[config.mk]
export PLATFORM = sky130hd
export DESIGN_NAME = lsu
export DESIGN_NICKNAME = d
export VERILOG_FILES = /design/src/rtl/lsu.sv
export SDC_FILE = /design/constraint.sdc
export NUM_CORES = 1
export LEC_CHECK = 0
export ABC_CLOCK_PERIOD_IN_PS = 1800
export CORE_MARGIN = 2
export CORE_UTILIZATION = 39
export CTS_CLUSTER_DIAMETER = 120
export DETAILED_ROUTE_END_ITERATION = 7
export PLACE_DENSITY = 0.76
export SETUP_SLACK_MARGIN = 0.02
export SKIP_LAST_GASP = 1
export SYNTH_ARGS = -nofsm -noshare
export SYNTH_HDL_FRONTEND = slang
export SYNTH_SLANG_ARGS = --single-unit
[constraint.sdc]
create_clock -name clk -period 1.8 [get_ports clk]
set_input_delay 0.18 -clock clk [delete_from_list [all_inputs] [get_ports clk]]
set_output_delay 0.18 -clock clk [all_outputs]
set_load 0.02 [all_outputs]
[src/rtl/lsu.sv]
// Load/store unit: decodes a memory access from the core's controls, runs
// one valid/ready transaction on the data-memory port while stalling the PC,
// and returns an extended, registered load result.
module lsu #(
  parameter int TIMEOUT_CYCLES = 16
) (
  input  logic        clk,
  input  logic        reset,
  input  logic        MemRead,
  input  logic        MemWrite,
  input  logic [2:0]  func3,
  input  logic [31:0] addr,
  input  logic [31:0] store_data,
  output logic [31:0] load_data,
  output logic        stall,
  output logic        err_access,
  output logic        err_timeout,
  output logic        mem_req,
  output logic        mem_we,
  output logic [31:0] mem_addr,
  output logic [3:0]  mem_be,
  output logic [31:0] mem_wdata,
  input  logic        mem_ready,
  input  logic [31:0] mem_rdata
);

  typedef enum logic [1:0] {IDLE = 2'd0, REQ = 2'd1, DONE = 2'd2} state_t;

  localparam logic [7:0] LAST = 8'(TIMEOUT_CYCLES - 1);

  state_t      state_q, state_d;
  logic [7:0]  cnt_q, cnt_d;
  logic [1:0]  off_q, off_d;
  logic [2:0]  f3_q, f3_d;
  logic [31:0] addr_q, addr_d, wdata_q, wdata_d, ld_q, ld_d;
  logic [3:0]  be_q, be_d;
  logic        we_q, we_d, to_q, to_d;

  logic        access, legal, misal, ok;
  logic [3:0]  be_new;
  logic [31:0] wdata_new, shifted, ext;

  // Decode legality and alignment of the access presented in IDLE.
  always_comb begin
    access = MemRead | MemWrite;
    if (MemWrite) legal = (func3 == 3'b000) | (func3 == 3'b001) | (func3 == 3'b010);
    else          legal = (func3 == 3'b000) | (func3 == 3'b001) | (func3 == 3'b010) |
                          (func3 == 3'b100) | (func3 == 3'b101);
    misal = ((func3[1:0] == 2'b01) & addr[0]) |
            ((func3[1:0] == 2'b10) & (addr[1:0] != 2'b00));
    ok    = legal & ~misal;
  end

  // Byte enables and lane-replicated write data; loads read the full word.
  always_comb begin
    be_new    = 4'b1111;
    wdata_new = store_data;
    if (MemWrite) begin
      case (func3[1:0])
        2'b00: begin
          be_new    = 4'b0001 << addr[1:0];
          wdata_new = {4{store_data[7:0]}};
        end
        2'b01: begin
          be_new    = addr[1] ? 4'b1100 : 4'b0011;
          wdata_new = {2{store_data[15:0]}};
        end
        default: begin
          be_new    = 4'b1111;
          wdata_new = store_data;
        end
      endcase
    end
  end

  // Select the byte/halfword at the latched offset and extend it.
  always_comb begin
    shifted = mem_rdata >> {off_q, 3'b000};
    case (f3_q)
      3'b000:  ext = {{24{shifted[7]}}, shifted[7:0]};
      3'b001:  ext = {{16{shifted[15]}}, shifted[15:0]};
      3'b100:  ext = {24'b0, shifted[7:0]};
      3'b101:  ext = {16'b0, shifted[15:0]};
      default: ext = mem_rdata;
    endcase
  end

  // Next-state logic: accept in IDLE, wait for ready or timeout in REQ,
  // and always fall back to IDLE from DONE so held controls cannot retrigger.
  always_comb begin
    state_d = state_q;
    cnt_d   = cnt_q;
    off_d   = off_q;
    f3_d    = f3_q;
    addr_d  = addr_q;
    wdata_d = wdata_q;
    be_d    = be_q;
    we_d    = we_q;
    ld_d    = ld_q;
    to_d    = 1'b0;
    case (state_q)
      IDLE: begin
        if (access & ok) begin
          state_d = REQ;
          cnt_d   = 8'd0;
          off_d   = addr[1:0];
          f3_d    = func3;
          addr_d  = {addr[31:2], 2'b00};
          wdata_d = wdata_new;
          be_d    = be_new;
          we_d    = MemWrite;
        end
      end
      REQ: begin
        if (mem_ready) begin
          if (!we_q) ld_d = ext;
          state_d = DONE;
        end else if (cnt_q == LAST) begin
          if (!we_q) ld_d = 32'd0;
          to_d    = 1'b1;
          state_d = DONE;
        end else begin
          cnt_d = cnt_q + 8'd1;
        end
      end
      default: state_d = IDLE;
    endcase
  end

  // State and datapath registers with synchronous reset.
  always_ff @(posedge clk) begin
    if (reset) begin
      state_q <= IDLE;
      cnt_q   <= 8'd0;
      off_q   <= 2'd0;
      f3_q    <= 3'd0;
      addr_q  <= 32'd0;
      wdata_q <= 32'd0;
      be_q    <= 4'd0;
      we_q    <= 1'b0;
      ld_q    <= 32'd0;
      to_q    <= 1'b0;
    end else begin
      state_q <= state_d;
      cnt_q   <= cnt_d;
      off_q   <= off_d;
      f3_q    <= f3_d;
      addr_q  <= addr_d;
      wdata_q <= wdata_d;
      be_q    <= be_d;
      we_q    <= we_d;
      ld_q    <= ld_d;
      to_q    <= to_d;
    end
  end

  assign mem_req     = (state_q == REQ);
  assign mem_we      = we_q;
  assign mem_addr    = addr_q;
  assign mem_be      = be_q;
  assign mem_wdata   = wdata_q;
  assign load_data   = ld_q;
  assign err_timeout = to_q;
  assign stall       = ~reset & (((state_q == IDLE) & access & ok) | (state_q == REQ));
  assign err_access  = ~reset & (state_q == IDLE) & access & ~ok;

endmodule

==> impl_metrics.tcl <==
set metrics [dict create \
    globalRoute.busiestLayer "met2" \
    parity_gate_share_of_the_synthesized_area_counting_xor_and_xnor_cells_pct 0.502 \
    crit_path_max_incr_delay_ns 0.52 \
    final-hold-violation-count 0 \
    dpl.hpwl_um 12800 \
    initial_utilization_pct 39.7 \
    post_synthesis_cell_area_um2 5240 \
    worstSetupStartpointType "flip-flop" \
    clkTransAtPathRegs_ns 0.05 \
    post_synth_edffs 0 \
    ys_async_sr_fraction_pct 0 \
    period_share_pct 96.6 \
    cts_hold_buffers 0 \
    number_of_h_tree_levels 4 \
    maxSlewViolCount 0 \
    clock_tree.buffer_depth 2 \
    route.vias.total 5317 \
    synth-adder-area-share_pct 0.239 \
    floorplan.die_area_um2 14400 \
    final_antenna_net_count 0 \
    drt-wirelength-per-cell_um 17.8 \
    dp.cells 951 \
    cts.root.buffer_cell "clkbuf_16" \
    drc 0 \
    largest_net_degree_at_the_start_of_global_routing 104 \
    grt_pass1_vias 5336 \
    finalWorstPathRequiredPeriod_ns 1.74 \
    chipHeight_um 120 \
    synth_seq_cells 115 \
    gate_count_after_technology_mapping 577 \
    post_layout_worst_setup_margin_ns 0.0608 \
    worst-endpoint-required_ns 2.10 \
    final_core_util_pct 64.5 \
    worst_hold_slack_ns 0.175 \
    floorplan.rows 42 \
    synth_compound_area_share_pct 20.1 \
    gpl.final_weighted_congestion 0.876 \
    dpl_worst_slack_ns -0.744 \
    clock_sink_count 115 \
    final_non_filler_cells 989 \
    total_leakage_power_nw 3.14 \
    crit_slowest_cell "mux4_2" \
    critPathBufInv 0 \
    grt_pass1_wl_um 27600 \
    synth_top_family_by_area "compound AO/OA/AOI/OAI gates" \
    grt_use_met1_pct 26.9 \
    post-route-cell-area_um2 8510 \
    detailedRoute.firstIterationViolations 275 \
    cell_by_cell_trace_of_the_critical_path "mux4_2, nor2b_1, o31a_1, a32o_1" \
    layout-drive-gt1-share_pct 14.3 \
    nFillCells 1050 \
    critical_path_peak_fanout 8 \
    placement.io_buffers 206 \
    synth.avg_cell_area_um2 9.08 \
    max_clk_rate_mhz 575 \
    synth_simple_gate_area_share_pct 15.8 \
    vias_per_cell 5.38 \
    grt.overflow.total 0 \
    die_width_um 120 \
    antenna_found_initial 1 \
    cts_made_buffers 17 \
    worstSetupPathType "reg2reg" \
    report.power.total_mw 7.76 \
    crit_path_end_kind "flip-flop" \
    hold_class "in2reg" \
    route.final.wire_length_um 17600 \
    timing.critical_path.max_delay_family "compound AO/OA/AOI/OAI gates" \
    areaGrowthSynthToFinish_pct 62.4 \
    ir_worst_vdd_mv 0.453 \
    finish.net_count 904 \
    grt_setup_unrepaired "yes" \
    clock_latency_ns 0.41 \
    critical_path_arrival_ns 2.04 \
    placed_area_um2 7790 \
    drtPass1Iterations 4 \
    totalNegativeSetupSlack_ns 0 \
    grt_util_met2_pct 42.2 \
    global_route.usage.met3_pct 9.32 \
    syn_warnings 0 \
    synth_seq_area_share_pct 43.9 \
    multiplexer_share_of_the_synthesized_area_pct 13.8 \
    timing.clock.skew_ns 0.00931 \
    pin_count 209 \
    cap_violations 0 \
    layout_commonest_cell "clkdlybuf4s50_1" \
    report.final.setup_viol 0 \
    power-per-cell-area_nw_per_um2 913 \
    synth-main-ff-cell "dfxtp_1" \
    synthDistinctLibCells 50 \
    most-common-layout-cells "clkdlybuf4s50_1, dfxtp_1, mux2i_1, nor2_1, o21ai_0" \
    status "completed" \
    tritoncts_clock_tree "yes" \
    global_route.usage.total_pct 24.5 \
    core_area_um2 13200 \
]
[final timing paths]
check                    start             to  slack [ns]  cells after the start
setup reg to reg      off_q[1]  load_data[10]        0.06                      4
hold / removal        MemWrite         mem_we        0.18                      4
hold reg to reg   load_data[3]   load_data[3]        0.47                      1
setup / recovery      off_q[1]  load_data[10]        0.06                      4
[routing by layer]
layer | vias to the layer above | share of wire, %
met2 | 244 | 49
li1 | 2551 | -
met4 | 0 | 2.8
met5 | - | 0
met3 | 25 | 8.7
met1 | 2497 | 40
[cell type report]
type	count	area [µm²]	share of cell area, %
antenna	1	2.50	0.0294
clock buffer	18	429	5.04
clock inverter	14	188	2.21
inverter	13	48.8	0.574
multi-input combinational	396	2740	32.2
sequential	115	2300	27.1
tap	176	220	2.59
timing repair buffer	256	2580	30.3
[registers in the layout (all words and copies together) (netlist names)]
| signal | cells |
|---|---|
| load_data | 32 |
| mem_wdata | 32 |
| mem_addr | 30 |
| cnt_q | 8 |
| mem_be | 4 |
| f3_q | 3 |
| off_q | 2 |
| state_q | 2 |
| err_timeout | 1 |
| mem_we | 1 |
[worst min-delay path, cell delays in order]
cell and delay [ns]:
dlymetal6s2s_1 0.11, buf_4 0.13, mux2i_1 0.06, nor2_1 0.07
[cell usage after synthesis (2+ instances only)]
cell type / count / area (µm²)
a21oi_1: 24 / 120
o22ai_1: 6 / 37.5
nand4b_1: 2 / 17.5
buf_1: 4 / 15.0
o2bb2ai_1: 7 / 61.3
nand3b_1: 17 / 128
a32o_1: 8 / 80.1
buf_4: 5 / 37.5
and4b_1: 2 / 20.0
mux2i_1: 69 / 691
o21bai_1: 2 / 15.0
or2_2: 17 / 106
or3_1: 2 / 12.5
a311oi_1: 26 / 228
a211oi_1: 8 / 60.1
nand2b_1: 9 / 56.3
nor3_1: 3 / 15.0
nor2_1: 68 / 255
nand3_1: 19 / 95.1
o21ai_0: 51 / 255
clkbuf_1: 40 / 150
inv_1: 13 / 48.8
nand2_1: 10 / 37.5
xnor2_1: 2 / 17.5
nor2b_1: 4 / 25.0
nor3b_1: 2 / 15.0
buf_6: 2 / 22.5
nand4_1: 2 / 12.5
dfxtp_1: 115 / 2300
buf_2: 3 / 15.0
a31oi_1: 16 / 100
[repair_timing]
action / 4_1_cts / 5_1_grt
setup buffers: 3 / 1
pin swaps: 4 / 5
setup endpoints to repair: 106 / 76
gates cloned: 2 / 0
gates resized for setup: 22 / 13
[kinds of logic (layout without fill, tap and decap cells)]
family	count (synthesis)	in the layout
and+or+nand+nor	161	161
AOI/OAI and AO/OA	158	158
DFF	115	115
muxes	71	71
buffers and inverters	67	301
xor gates and xnor gates	3	3
adders and majority gates	1	1
other	1	3
[power by group]
| group | switching, mW | internal [mW] |
|---|---|---|
| Combinational | 0.716 | 0.760 |
| Clock | 1.21 | 2.30 |
| Sequential | 0.0852 | 2.69 |
| Total | 2.01 | 5.75 |
Note: power is estimated with default switching activity, not from simulation.
